===== src/rtl/delay_tracker.sv =====
// Averages ADC-edge misalignment samples over 2^AVG_LOG2 windows and integrates them into a clamped launch delay.
// Optional feature macro: DAMPED_STEP_EN (apply half of the averaged error per window).
module delay_tracker #(
    parameter int AVG_LOG2   = 2,
    parameter int MAX_DELAY  = 200,
    parameter int INIT_DELAY = 0,
    parameter int DEADBAND   = 1,
    parameter int LOCK_COUNT = 4
) (
    input  logic        clk_in,
    input  logic        reset,
    input  logic [15:0] misalign,
    input  logic        ready,
    output logic [7:0]  mismatch_delay,
    output logic        delay_ready,
    output logic        locked,
    output logic        sat_err
);
    localparam int ACC_W = 16 + AVG_LOG2;
    localparam logic [AVG_LOG2-1:0] CNT_LAST = {AVG_LOG2{1'b1}};

    typedef enum logic [1:0] {
        ST_IDLE  = 2'd0,
        ST_APPLY = 2'd1,
        ST_DONE  = 2'd2
    } state_t;

    state_t                    state_r;
    logic signed [ACC_W-1:0]   acc_r;
    logic [AVG_LOG2-1:0]       cnt_r;
    logic [3:0]                lock_cnt_r;
    logic                      ready_prev_r;
    logic [7:0]                delay_r;
    logic                      delay_ready_r;
    logic                      locked_r;
    logic                      sat_err_r;

    logic                      rise_s;
    logic signed [ACC_W-1:0]   misalign_ext_s;
    logic signed [15:0]        avg_s;
    logic signed [16:0]        avg_ext_s;
    logic [16:0]               avg_abs_s;
    logic                      in_band_s;
    logic signed [15:0]        step_s;
    logic signed [17:0]        sum_s;
    logic [7:0]                next_delay_s;
    logic                      clamp_s;

    assign rise_s         = ready & ~ready_prev_r;
    assign misalign_ext_s = $signed({{AVG_LOG2{misalign[15]}}, misalign});

    // Window average, deadband test and clamped next delay.
    always_comb begin
        avg_s     = 16'(acc_r >>> AVG_LOG2);
        avg_ext_s = {avg_s[15], avg_s};
        if (avg_ext_s[16]) begin
            avg_abs_s = 17'd0 - avg_ext_s;
        end else begin
            avg_abs_s = avg_ext_s;
        end
        in_band_s = (avg_abs_s <= 17'(DEADBAND));
`ifdef DAMPED_STEP_EN
        step_s = avg_s >>> 1;
`else
        step_s = avg_s;
`endif
        sum_s = $signed({10'd0, delay_r}) + $signed({{2{step_s[15]}}, step_s});
        if (sum_s < 18'sd0) begin
            next_delay_s = 8'd0;
            clamp_s      = 1'b1;
        end else if (sum_s > $signed(18'(MAX_DELAY))) begin
            next_delay_s = 8'(MAX_DELAY);
            clamp_s      = 1'b1;
        end else begin
            next_delay_s = sum_s[7:0];
            clamp_s      = 1'b0;
        end
    end

    // Sample/apply/handshake sequencer with all outputs registered.
    always_ff @(posedge clk_in) begin
        if (reset) begin
            state_r       <= ST_IDLE;
            acc_r         <= ACC_W'(0);
            cnt_r         <= AVG_LOG2'(0);
            lock_cnt_r    <= 4'd0;
            ready_prev_r  <= 1'b0;
            delay_r       <= 8'(INIT_DELAY);
            delay_ready_r <= 1'b0;
            locked_r      <= 1'b0;
            sat_err_r     <= 1'b0;
        end else begin
            ready_prev_r <= ready;
            case (state_r)
                ST_IDLE: begin
                    if (rise_s) begin
                        acc_r <= acc_r + misalign_ext_s;
                        cnt_r <= cnt_r + AVG_LOG2'(1);
                        if (cnt_r == CNT_LAST) begin
                            state_r <= ST_APPLY;
                        end else begin
                            delay_ready_r <= ready;
                            state_r       <= ST_DONE;
                        end
                    end
                end
                ST_APPLY: begin
                    acc_r <= ACC_W'(0);
                    cnt_r <= AVG_LOG2'(0);
                    if (in_band_s) begin
                        if (lock_cnt_r < 4'(LOCK_COUNT)) begin
                            lock_cnt_r <= lock_cnt_r + 4'd1;
                        end
                        locked_r <= (({1'b0, lock_cnt_r} + 5'd1) >= 5'(LOCK_COUNT));
                    end else begin
                        delay_r    <= next_delay_s;
                        sat_err_r  <= sat_err_r | clamp_s;
                        lock_cnt_r <= 4'd0;
                        locked_r   <= 1'b0;
                    end
                    delay_ready_r <= 1'b1;
                    state_r       <= ST_DONE;
                end
                ST_DONE: begin
                    if (!ready) begin
                        delay_ready_r <= 1'b0;
                        state_r       <= ST_IDLE;
                    end
                end
                default: begin
                    delay_ready_r <= 1'b0;
                    state_r       <= ST_IDLE;
                end
            endcase
        end
    end

    assign mismatch_delay = delay_r;
    assign delay_ready    = delay_ready_r;
    assign locked         = locked_r;
    assign sat_err        = sat_err_r;
endmodule


===== config.mk =====
export PLATFORM = sky130hd
export DESIGN_NAME = delay_tracker
export DESIGN_NICKNAME = d
export VERILOG_FILES = /design/src/rtl/delay_tracker.sv
export SDC_FILE = /design/constraint.sdc
export NUM_CORES = 1
export LEC_CHECK = 0
export ABC_AREA = 1
export CAP_MARGIN = 20
export CORE_ASPECT_RATIO = 0.6
export CORE_UTILIZATION = 57
export DETAILED_ROUTE_END_ITERATION = 10
export GPL_TIMING_DRIVEN = 0
export HOLD_SLACK_MARGIN = 0.15
export PLACE_DENSITY = 0.83
export SYNTH_ARGS = -nofsm -noshare
export SYNTH_HDL_FRONTEND = slang
export SYNTH_SLANG_ARGS = --single-unit

===== constraint.sdc =====
create_clock -name clk_in -period 3.5 [get_ports clk_in]
set_input_delay 0.7 -clock clk_in [delete_from_list [all_inputs] [get_ports clk_in]]
set_output_delay 0.7 -clock clk_in [all_outputs]
set_load 0.1 [all_outputs]

[Yosys cells after proc, flatten, opt, wreduce, memory -nomap -nowiden]
Cells that the tools add are included.
Word-level totals
  flip-flop bits (word level): 38
  output and inout port bits: 11
  bits of input ports: 19
  logic and storage cells: 58
Operators by class
  reduce and logical (&&, ||, !) cells: 7
  $add $sub $neg: 6
  order comparisons: 5
  bitwise gates (word level): 4
  mux-type cells: 20
  equal/unequal tests: 7
Operators by type and width (number)
  case mux 18 bit (2 select lines): 1
  adder 18 x 16 -> 18 bit: 1
  two-way mux 18 bit: 1
  adder 9 x 16 -> 17 bit: 1
  > comparator 17 x 9 -> 1 bit (second input constant): 1
  <= comparator 17 x 1 -> 1 bit (second input constant): 1
  < comparator 17 x 1 -> 1 bit (second input constant): 1
  two-way mux 17 bit: 1
  subtractor 1 x 16 -> 17 bit (first input constant): 1
  two-way mux 8 bit: 2
  two-way mux 2 bit: 4
  two-way mux 4 bit: 2
  AND reduction 2 bit: 4
  two-way mux 1 bit: 6
  inequality test 2 bit (second input constant): 3
  case mux 2 bit (3 select lines): 1
  adder 4 x 1 -> 5 bit (second input constant): 1
  >= comparator 5 x 3 -> 1 bit (second input constant): 1
  adder 4 x 1 -> 4 bit (second input constant): 1
  equality test 2 bit (second input constant): 2
  < comparator 4 x 3 -> 1 bit (second input constant): 1
  case mux 2 bit (2 select lines): 1
  case mux 1 bit (3 select lines): 1
  AND reduction 3 bit: 1
  8 further kinds: 9

[Longest topological paths before layout]
Gate-level depths: netlist of run 1.
  depth in word-level cells: 5
  depth in mapped cells: 18

[Worst setup path before layout of run 1]
OpenSTA, ideal clock, no wires.
  path type: reg2reg
  from: register delay_r[0] (netlist: mismatch_delay[0])
  to: register delay_r[2] (netlist: mismatch_delay[2])
  setup slack: 546 ps
  stages on the path, launching flop included: 16
  required time: 3435 ps
  setup time: 65 ps
  data arrival time: 2889 ps
  cell sequence: dfxtp_1 -> ha_1 -> inv_1 -> fa_1 -> inv_1 -> nand3_1 -> nand3_1 -> nand4_1 -> nand2_1 -> nand2_1 -> nand2_1 -> nand3_1 -> nor2_2 -> nand3b_1 -> o21a_1 -> nor2_1
On the way
  cells in the longest elaborated chain, start to end: 4
RTL lines
  start, declared: RTL line 33  | logic [7:0] delay_r;
  start signal, assigned: RTL line 88  | delay_r <= 8'(INIT_DELAY);
  start signal, assigned: RTL line 116  | delay_r <= next_delay_s;
  adder 9 x 16 -> 17 bit *: RTL line 67  | sum_s = $signed({10'd0, delay_r}) + $signed({{2{step_s[15]}}, step_s});
  > comparator 17 x 9 -> 1 bit: RTL line 71  | end else if (sum_s > $signed(18'(MAX_DELAY))) begin
  two-way mux 8 bit: RTL line 71
  two-way mux 8 bit *: RTL line 68  | if (sum_s < 18'sd0) begin
Mark *: on every way between the ends. The rest lies on a longest branch, timed or not.
A chain may end at the register's enable or synchronous reset.

[Final worst setup path of run 1]
  from: register acc_r[2]
  to: register delay_r[2] (netlist: mismatch_delay[2])
On the way
  cells in the longest elaborated chain, start to end: 5
RTL lines
  start, declared: RTL line 29  | logic signed [ACC_W-1:0] acc_r;
  start signal, assigned: RTL line 97  | acc_r <= acc_r + misalign_ext_s;
  subtractor 1 x 16 -> 17 bit: RTL line 57  | avg_abs_s = 17'd0 - avg_ext_s;
  two-way mux 17 bit: RTL line 56  | if (avg_ext_s[16]) begin
  <= comparator 17 x 1 -> 1 bit: RTL line 61  | in_band_s = (avg_abs_s <= 17'(DEADBAND));
  inverter 1 bit (no line)
  AND reduction 2 bit (no line)
Parallel ways exist; a longest one is shown, timed or not.

==> run metrics, run 1 <==
status complete, no violations; Rows 22; first-pass GRT wire length around 17000 um; #FFs+latches synth 38; port bufs 28; area post-placement roughly 4100 um2; setup bufs post-CTS 0; DP HPWL between 7000 and 8000 um; worst-path cell chain ha_1 > inv_1 > fa_1 > inv_1 > nand3_1 > nand3_1 > nand4_1 > nand2_1 > nand2_1 > nand2_1 > nand3_1 > nor2_2 > nand3b_1 > o21a_1 > nor2_1; Die W roughly 110 um; Overflow after GRT 0; crit-path max FO 9; Reg clk slew, reported paths approximately 0.08 ns; slowest CP cell dfxtp_1; Syn-to-layout area delta 14.2%; clk root buf clkbuf_8; post-route cell area 4260 um2; worst vdd ir 0.000242 V; filler cell count 573; period utilization just over 80%; Crit path required time 3.75 ns; register area share after synthesis 20.4%; initial antenna violation count 0; Worst Clk Skew about 0.0073 ns; Async S/R FF share, synth 0%; Nets 685; Vert. Die Dim roughly 65 um; wire per inst around 14 um; Final Routed Wirelength 9950 um; number of flops mapped to enable cells by yosys 0; Synth Warn # 0; initial detailed-routing violation count 401; slew margin rel. approximately a third; Total Routing Usage GR a little under a third; Max H-tree Level 2; Slew Viols, Final 0; Ant. Diodes 0; CTS tree yes; hold buffer count at CTS 0; Slew @ Worst Pin 0.968 ns; layout cells sized above 1 approximately a tenth; worst path bufs/invs 2; Critical Path Start Type register; final setup fails 0; Top FF cell, synth dfxtp_1; vias in the first global route approximately 3600; post-synthesis cell count 600; Leak 2.01 nW; Post-DRT Antenna Nets 0; Residual DRC 0; Hold Fails Final Rpt 0; delay-heaviest family, CP simple AND/OR/NAND/NOR gates; CTS Sinks 38; Final TNS setup 0 ns; first-pass iteration count of the detailed router 5; largest net degree at the start of global routing 13; Max-Cap Viols 0; Syn Nets 650; RSZ-0062 raised after global routing false; # IOs 30; Avg Inst Size Synth 6.21 um2; path type of the worst setup path reg -> reg; Num CTS Buffers 5; CP Capture Type register; Synth Cell Area 3730 um2; Clock Latency Late Sink 0.31 ns; WP data arrival 3.10 ns; critical path's largest stage delay 0.45 ns; post-layout min period 2.86 ns; Synth cell types 41; via count 4044; initial core utilization 59.9%; post-cts resize count 0; Clock Tree Buf Depth 2; GP Congestion 0.923; Power Density 358 nW/um2; via/cell ratio 5.62; core area 6220 um2; DIE AREA 6880 um2; fmax 350 MHz; Hold Path Class reg -> reg
[flip-flops by register name (all words and copies together), names as in the netlist]
signal	flops
acc_r	18
cnt_r	2
lock_cnt_r	4
state_r	2
delay_ready	1
mismatch_delay	8
ready_prev_r	1
sat_err	1
locked	1
[metal layers]
metal  track usage (%)  vias to the layer above  share of wire (%)  wire (um)
li1                  -                     2043                  -          -
met1              47.6                     1806                 49       4910
met2              45.0                      186                 39       3880
met3              5.94                        9                 11       1070
met4              6.60                        0               0.85         85
met5                 0                        -                  0          0
[cell families after synthesis]
| logic type | share of synthesized area [%] |
|---|---|
| and+or+nand+nor | 41.5 |
| AOI/OAI and AO/OA | 16.2 |
| buffers and inverters | 9.47 |
| DFF | 20.4 |
| adders and majority gates | 10.8 |
| xor gates and xnor gates | 1.64 |
[worst reg2reg max path, cell delays in order (launching register included)]
cell	delay (ns)
dfxtp_1	0.45
ha_1	0.31
inv_1	0.09
fa_1	0.41
inv_1	0.11
nand3_1	0.07
nand3_1	0.18
nand4_1	0.15
nand2_1	0.11
nand2_1	0.05
nand2_1	0.06
nand3_1	0.07
nor2_2	0.35
nand3b_1	0.15
o21a_1	0.18
nor2_1	0.07
[worst paths after layout]
kind,startpoint,endpoint,slack (ns),cells after the start
max,acc_r[2],mismatch_delay[2],0.64,15
min,lock_cnt_r[3],lock_cnt_r[3],0.47,2
max reg2reg,acc_r[2],mismatch_delay[2],0.64,15
min reg2reg,lock_cnt_r[3],lock_cnt_r[3],0.47,2
[report_power, final]
part	switching, W	total, W	internal (W)
Combinational	0.000352	0.000547	0.000195
Clock	0.000182	0.000486	0.000304
Sequential	0.0000334	0.000489	0.000456
Total	0.000567	0.00152	0.000955
[cell type report]
class | count | area (um2) | area share (%)
Multi-Input combinational cell | 478 | 2610 | 61.4
Tap cell | 84 | 105 | 2.47
Buffer | 15 | 93.8 | 2.21
Clock buffer | 6 | 82.6 | 1.94
Timing Repair Buffer | 28 | 280 | 6.59
Sequential cell | 38 | 761 | 17.9
Inverter | 69 | 259 | 6.09
Clock inverter | 2 | 60.1 | 1.41
[placed cells by master, fill, tap and decap left out, types with 4 or more instances in the layout]
master,instances
dfxtp_1,38
o21ai_1,6
ha_1,29
nand3b_1,6
a21oi_2,8
xor2_1,4
nor3_1,4
inv_1,64
nor2_2,7
nor2_1,60
nand2_2,11
clkdlybuf4s50_1,28
o21ai_0,21
a21boi_0,4
a31oi_1,4
or2_2,4
inv_2,5
nand4_1,12
clkbuf_8,6
nand3_1,54
buf_2,5
nand2_1,159
a21oi_1,55
clkbuf_1,7
[cells in the mapped netlist (5+ instances only)]
cell type | number | share of area [%]
nor2_2 | 7 | 1.2
buf_2 | 5 | 0.67
inv_1 | 64 | 6.4
o21ai_0 | 21 | 2.8
nand4_1 | 12 | 2.0
nand3_1 | 54 | 7.3
dfxtp_1 | 38 | 20
o21ai_1 | 6 | 0.81
a21oi_1 | 55 | 7.4
nor2_1 | 60 | 6.0
nand3b_1 | 6 | 1.2
nand2_1 | 159 | 16
inv_2 | 5 | 0.50
a21oi_2 | 8 | 1.9
nand2_2 | 11 | 1.8
ha_1 | 29 | 9.7
clkbuf_1 | 7 | 0.71
[through the flow]
step / total power, W / util [%] / hold WS (ns) / std cells / setup WS, ns
3_3_place_gp: 0.00102 / 66.1 / 0.452 / 712 / 0.426
5_1_grt: 0.00161 / 68.4 / 0.482 / 720 / 0.370
3_5_place_dp: 0.00103 / 66.1 / 0.458 / 712 / 0.403
2_1_floorplan: 0.000901 / - / 0.443 / 600 / 0.546
6_report: 0.00152 / 68.4 / 0.469 / 720 / 0.644
4_1_cts: 0.00151 / 68.4 / 0.472 / 720 / 0.716
Power figures use the tool's default switching activity.
==> run 2, diff against run 1 <==
Clock period 3.5 ns to 2.78 ns, I/O delays scaled along.
==> run 2 against run 1 <==
Effect of this change:
- clock skew fell by 0.00051 ns
- via count rose by 1.7%
- highest routed layer unchanged
- flip-flop and latch count did not move
- final cell count rose by 0.42%
- clock power rose by 19%
- utilization rose by 1.1 points
- critical endpoint unchanged
==> run metrics, run 2 (same netlist as run 1, synthesis figures left out) <==
status complete, no violations; via/cell ratio 5.69 (+1.3%); first-pass iteration count of the detailed router 7 (+2); DP HPWL 8130 um (+3.3%); Max-Cap Viols 0 (unchanged); Reg clk slew, reported paths 0.08 ns (about the same); met2 WL 4430 um (+14%); Ant. Diodes 0 (unchanged); CTS Sinks 38 (unchanged); CTS tree yes; Hold Fails Final Rpt 0 (unchanged); GP Congestion 0.945 (+2.4%); crit-path max FO 5 (-4); slew margin rel. 35.1% (-0.19 points); Post-DRT Antenna Nets 0 (unchanged); RSZ-0062 raised after global routing false; min-delay src delay_ready; CP Capture Type register; Place WS -0.194 ns (-0.597 ns); period utilization 95.0% (+13 points); wire per inst 14.6 um (+5.9%); Final Routed Wirelength 10600 um (+6.3%); Power Density 447 nW/um2 (+25%); clk root buf clkbuf_8; worst vdd ir 0.000326 V (+34%); WP data arrival 2.87 ns (-0.23 ns); Slew Viols, Final 0 (unchanged); Crit path required time 3.01 ns (-0.74 ns); Hold Path Class reg -> reg; initial core utilization 59.9% (unchanged); Top reg by flops acc_r; core area 6220 um2 (unchanged); post-layout min period 2.64 ns (-0.214 ns); reg2reg path depth 16 (+1); Clock Tree Buf Depth 2 (unchanged); Total Routing Usage GR 31.9% (+0.56 points); Critical Path Start Type register; largest net degree at the start of global routing 14 (+1); vias in the first global route 3743 (+3.6%); hold worst-path end delay_ready; Nets 688 (+0.44%); r2r startpoint acc_r[2]; post-route setup slack 0.138 ns (-0.506 ns); first-pass GRT wire length 17500 um (+2.3%); fmax 378 MHz (+8.1%); max reg flops 18 (unchanged); Max H-tree Level 2 (unchanged); metal3 WL 1010 um (-5.8%); layout cells sized above 1 12.1% (+1.8 points); Clock Latency Late Sink 0.29 ns (-0.02 ns); top routing layer in use met4; Overflow after GRT 0 (unchanged); most frequent cells in the layout nand2_1 (159), inv_1 (64), nor2_1 (60), a21oi_1 (54), nand3_1 (53); Vert. Die Dim 64.6 um (unchanged); wire length on met1 5110 um (+4.0%); Worst Clk Skew 0.00682 ns (-0.000512 ns); initial detailed-routing violation count 407 (+1.5%); # IOs 30 (unchanged); hold buffer count at CTS 0 (unchanged); Num CTS Buffers 5 (unchanged); Critical R2R Capture mismatch_delay[2]; leading cell type in the layout, fill and taps excluded nand2_1; via count 4113 (+1.7%); DIE AREA 6880 um2 (unchanged); cell count of the worst hold path 2 (unchanged); final setup fails 0 (unchanged); Syn-to-layout area delta 16.1%; total power 0.00194 W (+27%); filler cell count 550 (-4.0%); worst reg-to-reg setup slack 0.14 ns (-0.51 ns); Slew @ Worst Pin 0.971 ns (+0.00289 ns); Die W 106 um (unchanged); port bufs 28 (unchanged); Residual DRC 0 (unchanged); initial antenna violation count 0 (unchanged); path type of the worst setup path reg -> reg; Leak 2.04 nW (+1.2%); Rows 22 (unchanged)
-- run 2: cell count changes in the layout (fill, tap and decap cells not counted), moves of 2 or more --
cell,change
o21ai_0,-2
o21ai_2,+2
dfxtp_1,-3
dfxtp_2,+3
-- run 2: worst max path at each step --
stage               slack, ns  depth (start not counted)           endpoint              start
global placement        -0.16                         13          acc_r[12]        misalign[0]
floorplan                0.14                         14  mismatch_delay[2]  mismatch_delay[2]
global route             0.02                         16  mismatch_delay[1]           acc_r[3]
finish                   0.14                         16  mismatch_delay[2]           acc_r[2]
CTS                      0.05                         15  mismatch_delay[2]           acc_r[2]
detailed placement      -0.19                         10          acc_r[11]        misalign[2]
-- run 2: cell type report --
| cell class | instances | area [um2] | share of cell area, % |
|---|---|---|---|
| Clock inverter | 3 | 68.8 | 1.59 |
| Clock buffer | 5 | 68.8 | 1.59 |
| Timing Repair Buffer | 31 | 313 | 7.23 |
| Sequential cell | 38 | 764 | 17.7 |
| Inverter | 69 | 259 | 5.99 |
| Tap cell | 84 | 105 | 2.43 |
| Multi-Input combinational cell | 478 | 2650 | 61.3 |
| Buffer | 15 | 93.8 | 2.17 |
-- run 2: worst max-delay path, stage by stage, from the launching register on --
cell and delay (ns):
dfxtp_2 0.41, ha_4 0.18, inv_1 0.06, fa_1 0.41
inv_1 0.11, nand3_1 0.09, nand3_2 0.13, nand4_1 0.13
nand2_1 0.12, nand2_1 0.07, nand2_1 0.06, nand3_1 0.11
nor2_4 0.17, buf_2 0.20, nand3b_1 0.10, o21a_1 0.17
nor2_1 0.08
-- run 2: stage by stage --
step	area, um2	setup TNS (ns)	std cells	hold WS (ns)	utilization, %
final	4330	0	723	0.468	69.5
after global routing	4330	0	723	0.488	69.5
after CTS	4260	0	720	0.475	68.4
after detailed placement	4120	-0.867	712	0.458	66.2
after global placement	4120	-0.621	712	0.451	66.2
after floorplan	3730	0	600	0.443	-
-- run 2: where the power goes --
part           internal [W]  switching (W)
Combinational      0.000271       0.000467
Clock              0.000360       0.000220
Sequential         0.000574      0.0000428
-- run 2: what timing repair did --
item	in CTS	in global routing
setup endpoints to repair	6	15
endpoints found under the hold margin	0	0
resized for setup	1	11
pin swaps	0	1
setup buffers	0	3
-- run 2: routing by layer --
| metal | vias to the layer above | track usage [%] |
|---|---|---|
| met4 | 0 | 4.51 |
| met5 | - | 0 |
| li1 | 2048 | - |
| met3 | 4 | 5.84 |
| met1 | 1870 | 46.7 |
| met2 | 191 | 49.4 |
